## config.mk

```make
export PLATFORM = sky130hd
export DESIGN_NAME = ps2_tx_flat
export DESIGN_NICKNAME = d
export VERILOG_FILES = /design/src/rtl/ps2_tx_if.sv /design/src/rtl/ps2_tx.sv /design/src/flat_wrapper.sv
export SDC_FILE = /design/constraint.sdc
export NUM_CORES = 1
export LEC_CHECK = 0
export CAP_MARGIN = 40
export CORE_ASPECT_RATIO = 1.25
export CORE_MARGIN = 5
export CORE_UTILIZATION = 55
export CTS_BUF_LIST = sky130_fd_sc_hd__clkbuf_8
export DETAILED_ROUTE_END_ITERATION = 6
export MAX_ROUTING_LAYER = met4
export PLACE_DENSITY = 0.78
export SLEW_MARGIN = 20
export SYNTH_ARGS = -nofsm -noshare
export SYNTH_HDL_FRONTEND = slang
export SYNTH_SLANG_ARGS = --single-unit
export TNS_END_PERCENT = 10
```

## constraint.sdc

```tcl
create_clock -name clk -period 2.72 [get_ports clk]
set_input_delay 0.272 -clock clk [delete_from_list [all_inputs] [get_ports clk]]
set_output_delay 0.272 -clock clk [all_outputs]
set_load 0.03 [all_outputs]
```

## src/rtl/ps2_tx_if.sv

```systemverilog
// Host-side request/status bundle for the PS/2 transmitter.
// Master issues bytes; slave (ps2_tx) reports ready/done/error/busy.
interface ps2_tx_if;
    logic [7:0] tx_data;
    logic       tx_valid;
    logic       tx_ready;
    logic       tx_done;
    logic       tx_error;
    logic       busy;

    modport master (
        output tx_data,
        output tx_valid,
        input  tx_ready,
        input  tx_done,
        input  tx_error,
        input  busy
    );

    modport slave (
        input  tx_data,
        input  tx_valid,
        output tx_ready,
        output tx_done,
        output tx_error,
        output busy
    );
endinterface

```

## src/rtl/ps2_tx.sv

```systemverilog
// Host-to-device PS/2 transmitter: inhibit, start, 8 data bits,
// odd parity, stop, device ACK; pins are driven open-drain via OEs.
module ps2_tx #(
    parameter int INHIBIT_CYCLES = 2500,
    parameter int START_CYCLES   = 16,
    parameter int TIMEOUT_CYCLES = 50000
) (
    input  logic clk,
    input  logic reset,
    ps2_tx_if.slave tx,
    input  logic ps2clk,
    input  logic ps2dat,
    output logic ps2clk_oe,
    output logic ps2dat_oe
);

    localparam int CW = $clog2(INHIBIT_CYCLES + START_CYCLES + 1);
    localparam int WW = $clog2(TIMEOUT_CYCLES + 1);
    localparam logic [CW-1:0] INH_LAST = CW'(INHIBIT_CYCLES - 1);
    localparam logic [CW-1:0] STA_LAST = CW'(START_CYCLES - 1);
    localparam logic [WW-1:0] WD_LAST  = WW'(TIMEOUT_CYCLES);

    typedef enum logic [2:0] {
        S_IDLE,
        S_INHIBIT,
        S_START,
        S_SHIFT,
        S_ACK,
        S_RELEASE
    } state_t;

    state_t          state_q, state_d;
    logic [CW-1:0]   cnt_q, cnt_d;
    logic [WW-1:0]   wd_q, wd_d;
    logic [3:0]      bit_q, bit_d;
    logic [7:0]      data_q, data_d;
    logic            clk_oe_q, clk_oe_d;
    logic            dat_oe_q, dat_oe_d;
    logic [1:0]      csync_q, dsync_q;
    logic            clk_prev_q;
    logic            clk_s, dat_s, fe;
    logic            cur_bit;
    logic            done, err;

    assign clk_s = csync_q[1];
    assign dat_s = dsync_q[1];
    assign fe    = clk_prev_q & ~clk_s;

    // Two-flop synchronizers for both pins plus the edge-detect history.
    // Reset to 1 (idle line level) so no false edge appears after reset.
    always_ff @(posedge clk or posedge reset) begin
        if (reset) begin
            csync_q    <= 2'b11;
            dsync_q    <= 2'b11;
            clk_prev_q <= 1'b1;
        end else begin
            csync_q    <= {csync_q[0], ps2clk};
            dsync_q    <= {dsync_q[0], ps2dat};
            clk_prev_q <= clk_s;
        end
    end

    // Level of the frame bit selected by the bit counter.
    always_comb begin
        cur_bit = 1'b1;
        if (bit_q < 4'd8) begin
            cur_bit = data_q[bit_q[2:0]];
        end else if (bit_q == 4'd8) begin
            cur_bit = ~^data_q;
        end
    end

    // Frame sequencer: next state, counters, pin enables, pulses.
    always_comb begin
        state_d  = state_q;
        cnt_d    = cnt_q;
        wd_d     = wd_q;
        bit_d    = bit_q;
        data_d   = data_q;
        clk_oe_d = clk_oe_q;
        dat_oe_d = dat_oe_q;
        done     = 1'b0;
        err      = 1'b0;
        unique case (state_q)
            S_IDLE: begin
                clk_oe_d = 1'b0;
                dat_oe_d = 1'b0;
                if (tx.tx_valid) begin
                    data_d   = tx.tx_data;
                    clk_oe_d = 1'b1;
                    cnt_d    = '0;
                    state_d  = S_INHIBIT;
                end
            end
            S_INHIBIT: begin
                if (cnt_q == INH_LAST) begin
                    cnt_d    = '0;
                    dat_oe_d = 1'b1;
                    state_d  = S_START;
                end else begin
                    cnt_d = cnt_q + CW'(1);
                end
            end
            S_START: begin
                if (cnt_q == STA_LAST) begin
                    cnt_d    = '0;
                    clk_oe_d = 1'b0;
                    wd_d     = '0;
                    bit_d    = '0;
                    state_d  = S_SHIFT;
                end else begin
                    cnt_d = cnt_q + CW'(1);
                end
            end
            S_SHIFT: begin
                if (fe) begin
                    wd_d     = '0;
                    dat_oe_d = ~cur_bit;
                    if (bit_q == 4'd9) begin
                        state_d = S_ACK;
                    end else begin
                        bit_d = bit_q + 4'd1;
                    end
                end else if (wd_q == WD_LAST) begin
                    clk_oe_d = 1'b0;
                    dat_oe_d = 1'b0;
                    err      = 1'b1;
                    state_d  = S_IDLE;
                end else begin
                    wd_d = wd_q + WW'(1);
                end
            end
            S_ACK: begin
                if (fe) begin
                    if (!dat_s) begin
                        wd_d    = '0;
                        state_d = S_RELEASE;
                    end else begin
                        clk_oe_d = 1'b0;
                        dat_oe_d = 1'b0;
                        err      = 1'b1;
                        state_d  = S_IDLE;
                    end
                end else if (wd_q == WD_LAST) begin
                    clk_oe_d = 1'b0;
                    dat_oe_d = 1'b0;
                    err      = 1'b1;
                    state_d  = S_IDLE;
                end else begin
                    wd_d = wd_q + WW'(1);
                end
            end
            S_RELEASE: begin
                if (clk_s && dat_s) begin
                    done    = 1'b1;
                    state_d = S_IDLE;
                end else if (fe) begin
                    wd_d = '0;
                end else if (wd_q == WD_LAST) begin
                    clk_oe_d = 1'b0;
                    dat_oe_d = 1'b0;
                    err      = 1'b1;
                    state_d  = S_IDLE;
                end else begin
                    wd_d = wd_q + WW'(1);
                end
            end
            default: begin
                clk_oe_d = 1'b0;
                dat_oe_d = 1'b0;
                state_d  = S_IDLE;
            end
        endcase
    end

    // Sequencer state; reset releases both lines immediately.
    always_ff @(posedge clk or posedge reset) begin
        if (reset) begin
            state_q  <= S_IDLE;
            cnt_q    <= '0;
            wd_q     <= '0;
            bit_q    <= '0;
            data_q   <= '0;
            clk_oe_q <= 1'b0;
            dat_oe_q <= 1'b0;
        end else begin
            state_q  <= state_d;
            cnt_q    <= cnt_d;
            wd_q     <= wd_d;
            bit_q    <= bit_d;
            data_q   <= data_d;
            clk_oe_q <= clk_oe_d;
            dat_oe_q <= dat_oe_d;
        end
    end

    assign ps2clk_oe   = clk_oe_q;
    assign ps2dat_oe   = dat_oe_q;
    assign tx.tx_ready = (state_q == S_IDLE);
    assign tx.busy     = (state_q != S_IDLE);
    assign tx.tx_done  = done;
    assign tx.tx_error = err;

endmodule

```

## src/flat_wrapper.sv

```systemverilog
// flat-port wrapper written by rule: the top's interface ports become plain ports
module ps2_tx_flat 
#(
    parameter int INHIBIT_CYCLES = 2500,
    parameter int START_CYCLES   = 16,
    parameter int TIMEOUT_CYCLES = 50000
)
  (clk, reset, ps2clk, ps2dat, ps2clk_oe, ps2dat_oe, tx_tx_data, tx_tx_valid, tx_tx_ready, tx_tx_done, tx_tx_error, tx_busy);
  ps2_tx_if tx_i ();
  input  logic clk;
  input  logic reset;
  input  logic ps2clk;
  input  logic ps2dat;
  output logic ps2clk_oe;
  output logic ps2dat_oe;
  input wire logic [$bits(tx_i.tx_data)-1:0] tx_tx_data;
  input wire logic [$bits(tx_i.tx_valid)-1:0] tx_tx_valid;
  output wire logic [$bits(tx_i.tx_ready)-1:0] tx_tx_ready;
  output wire logic [$bits(tx_i.tx_done)-1:0] tx_tx_done;
  output wire logic [$bits(tx_i.tx_error)-1:0] tx_tx_error;
  output wire logic [$bits(tx_i.busy)-1:0] tx_busy;
  assign tx_i.tx_data = tx_tx_data;
  assign tx_i.tx_valid = tx_tx_valid;
  assign tx_tx_ready = tx_i.tx_ready;
  assign tx_tx_done = tx_i.tx_done;
  assign tx_tx_error = tx_i.tx_error;
  assign tx_busy = tx_i.busy;
  ps2_tx #(.INHIBIT_CYCLES(INHIBIT_CYCLES), .START_CYCLES(START_CYCLES), .TIMEOUT_CYCLES(TIMEOUT_CYCLES)) u_core (.clk(clk), .reset(reset), .tx(tx_i), .ps2clk(ps2clk), .ps2dat(ps2dat), .ps2clk_oe(ps2clk_oe), .ps2dat_oe(ps2dat_oe));
endmodule
```

==> impl_table.tex <==
\begin{tabular}{lr}
\hline
Metric & Value \\
\hline
\multicolumn{2}{l}{\textbf{Status}} \\
\quad Outcome & completed \\
\multicolumn{2}{l}{\textbf{Floorplan}} \\
\quad I/O pin total & 19 \\
\quad Core area & between 5000 and 6000 um2 \\
\quad Horiz. Die Dim & between 70 and 80 um \\
\quad Initial Utilization & roughly 56\% \\
\quad Die area & 6970 um2 \\
\quad Standard-cell rows & 30 \\
\quad Die span in y & slightly above 90 um \\
\multicolumn{2}{l}{\textbf{Setup path}} \\
\quad Arr. time, crit path & between 2000 and 3000 ps \\
\quad Critical Path Fanout Max & 5 \\
\quad Critical path origin & u\_core.cnt\_q[1]\$\_DFFE\_PP0P\_ \\
\quad Reg2Reg Launch Point & u\_core.cnt\_q[1]\$\_DFFE\_PP0P\_ \\
\quad Class of the most critical setup path & reg2reg \\
\quad Worst reg2reg setup slack & approximately 110 ps \\
\quad Data required time of the worst path & 2910 ps \\
\quad Category of the worst setup path capture point & flip-flop \\
\quad Critical Path Start Type & flip-flop \\
\multicolumn{2}{l}{\textbf{Clock tree}} \\
\quad CTS tree & yes \\
\quad Count of instances resized after the clock tree is built & 0 \\
\quad CTS Buf Count & 5 \\
\quad Clock Tree Root & clkbuf\_8 \\
\quad Setup Fix Bufs, Post-CTS & 0 \\
\quad H-tree levels & 2 \\
\quad Clock Path Buffers & 2 \\
\quad Sinks on the clock net & 50 \\
\quad Clock slew seen by the registers of the worst setup and hold paths & $\sim$80 ps \\
\quad Clk Latency, worst-skew pair & 300 ps \\
\quad Hold bufs inserted after CTS & 0 \\
\multicolumn{2}{l}{\textbf{Synthesis}} \\
\quad Synth Instances & 324 \\
\quad Number of enable-type register cells in the synthesized netlist & 0 \\
\quad Share of synthesized flip-flops with an asynchronous set or reset & 100\% \\
\quad Sequential share of the synthesized area & approximately 42\% \\
\quad Ranking of synthesized cells by instance count & 45 x dfrtp\_1, 32 x nor2\_1, 29 x nand2\_1 \\
\quad Dominant synthesized flop cell & dfrtp\_1 \\
\quad Count of unique library cells instantiated by Yosys & 52 \\
\quad Most common cell in the netlist & dfrtp\_1 \\
\quad Synthesized area per cell & between 9 and 10 um2 \\
\quad Synth area leader & dfrtp\_1 \\
\quad Summed instance area of the synthesized netlist & approximately 3000 um2 \\
\quad Synthesized Nets & between 300 and 400 \\
\quad Most area-consuming cells after synthesis & dfrtp\_1 38\%, o21ai\_0 4.6\%, mux2\_2 4.6\% \\
\quad Fraction of synthesized cell area taken by the top area cell type & a little under two fifths \\
\quad Yosys warning total & 0 \\
\quad Flop and latch count out of synthesis & 50 \\
\multicolumn{2}{l}{\textbf{STA}} \\
\quad Worst slew margin & between 40\% and 50\% \\
\quad Final setup violation count & 0 \\
\quad Achievable Freq & 383 MHz \\
\quad Worst-margin pin slew & $\sim$770 ps \\
\quad Setup repair after global routing missed its margin & no \\
\quad Min cycle time layout & approximately 2600 ps \\
\quad Final Max Slew Viols & 0 \\
\quad Hold Vio Cnt, Final & 0 \\
\quad Fin Setup TNS & 0 ps \\
\quad Portion of the clock cycle consumed by the worst path in the final layout & $\sim$96\% \\
\quad Clk\_skew & roughly 10 ps \\
\multicolumn{2}{l}{\textbf{Route}} \\
\quad Number of vias per cell after detailed routing & between 6 and 7 \\
\quad Antenna Violating Nets Remaining & 0 \\
\quad WL per Instance & between 15 and 20 um \\
\quad DR WL met3 & $\sim$220 um \\
\quad Drt total wl & 6530 um \\
\quad Met2 Routed Length & 3380 um \\
\quad Initial DRC Count & between 100 and 150 \\
\quad Met1 wire length & 2710 um \\
\quad DRC errors left & 0 \\
\quad DRT Pass-1 Iters & 5 \\
\quad Routed via count & 2,522 \\
\quad Uppermost metal layer occupied by signal nets & met4 \\
\multicolumn{2}{l}{\textbf{GRT}} \\
\quad Initial antenna violation count & 0 \\
\quad Pin count of the biggest net entering global routing & 51 \\
\quad Global-route usage over all layers & roughly a fifth \\
\quad Global-route wire length before repair & $\sim$11,000 um \\
\quad Total global routing overflow & 0 \\
\quad Via count of the first global-routing pass & $\sim$2,400 \\
\multicolumn{2}{l}{\textbf{Place}} \\
\quad DPL Wire Length & just under 5000 um \\
\quad Placer's final routability congestion estimate & 0.886 \\
\quad Placed Instances & just over 400 \\
\quad Number of I/O port buffers & 18 \\
\quad Placed inst area & 3270 um2 \\
\multicolumn{2}{l}{\textbf{Pwr}} \\
\quad Static Leakage & 1.44 nW \\
\quad Areal power density over the cells & 970 nW/um2 \\
\quad Peak supply drop & 0.000381 V \\
\multicolumn{2}{l}{\textbf{Flow run}} \\
\quad Reported max-cap violation count & 0 \\
\multicolumn{2}{l}{\textbf{Final layout}} \\
\quad Fraction of final layout cells with drive strength greater than 1 & $\sim$14\% \\
\quad Final Core Density & a little under two thirds \\
\quad Net total in the final layout & $\sim$370 \\
\quad Diode count & 0 \\
\quad Finished Cell Area & 3390 um2 \\
\quad Area growth syn-to-layout & 14.3\% \\
\quad Finished Layout Cells & 411 \\
\multicolumn{2}{l}{\textbf{Worst hold path}} \\
\quad Startpoint of the lowest-slack hold path & u\_core.csync\_q[0]\$\_DFF\_PP1\_ \\
\quad Worst hold path class & reg2reg \\
\hline
\end{tabular}
[where the power goes]
part | internal [mW] | switching, mW
Clock | 0.294 | 0.234
Combinational | 0.762 | 0.843
Sequential | 0.917 | 0.238
[cell usage in the layout, fill, tap and decap left out, drive strengths merged, types with 4 or more instances in the layout]
master	count
ha	5
xor2	6
and3	4
dfstp	5
nor2	32
a21o	4
a31oi	5
nor2b	6
dfrtp	45
xnor2	12
clkbuf	6
or4	5
inv	8
nand2	29
mux2	13
o21ai	27
buf	14
a21oi	19
clkdlybuf4s50	17
o31ai	9
nand2b	5
nand3	13
nor3	8
nand4	6
[state kept, by name (all words and copies together), names as in the netlist]
register           flops
u_core.state_q         3
u_core.ps2clk_oe       1
u_core.cnt_q          12
u_core.ps2dat_oe       1
u_core.dsync_q         2
u_core.csync_q         2
u_core.clk_prev_q      1
u_core.bit_q           4
u_core.wd_q           16
u_core.data_q          8
[layer usage]
| metal | up-vias | track usage [%] |
|---|---|---|
| met1 | 1208 | 25.1 |
| met2 | 72 | 34.4 |
| li1 | 1224 | - |
| met5 | - | - |
| met4 | 0 | 8.02 |
| met3 | 18 | 3.40 |
[cell type report]
cell class	instances	area, um2
multi-input cells	250	1620
inverters	8	30.0
clock buffers	6	82.6
well taps	64	80.1
repair buffers	32	288
clock inverters	1	30.0
flip-flops and latches	50	1260
fillers	472	1940
[worst max-delay path, cell delays in order (launching register included)]
cell	delay [ps]
dfrtp_1	420
ha_2	220
or4b_4	480
or4_4	570
o2bb2ai_2	150
a311o_1	340
mux2_4	320
[per-stage QoR]
stage / worst slack, ps / total power [mW] / hold slack (ps)
after floorplan: 195 / 2.31 / 276
after global placement: 186 / 2.70 / 347
after detailed placement: 120 / 2.76 / 347
after CTS: 3.66 / 3.30 / 359
after global routing: 4.45 / 3.54 / 366
final: 112 / 3.29 / 358
[cell families (layout without fill, tap and decap cells)]
logic type	count (synthesis)	in the layout	share of synthesized area (%)
buffers and inverters	24	47	3.04
adder cells (fa/ha/maj)	5	5	2.11
AO/OA/AOI/OAI	83	83	18.1
AND/OR/NAND/NOR	128	128	22.5
multiplexers	16	16	6.50
flip-flops	50	50	42.4
XOR/XNOR	18	18	5.32
[path summary, 6_finish.rpt]
kind / endpoint / cells past startpoint
worst max-delay path: u_core.state_q[0]$_DFFE_PP0P_ / 6
worst min-delay path: u_core.csync_q[1]$_DFF_PP1_ / 0
worst max register to register: u_core.state_q[0]$_DFFE_PP0P_ / 6
worst min register to register: u_core.csync_q[1]$_DFF_PP1_ / 0
max in group asynchronous: u_core.cnt_q[6]$_DFFE_PP0P_ / 3
min in group asynchronous: u_core.wd_q[0]$_DFFE_PP0P_ / 3
Note: power is estimated with default switching activity, not from simulation.
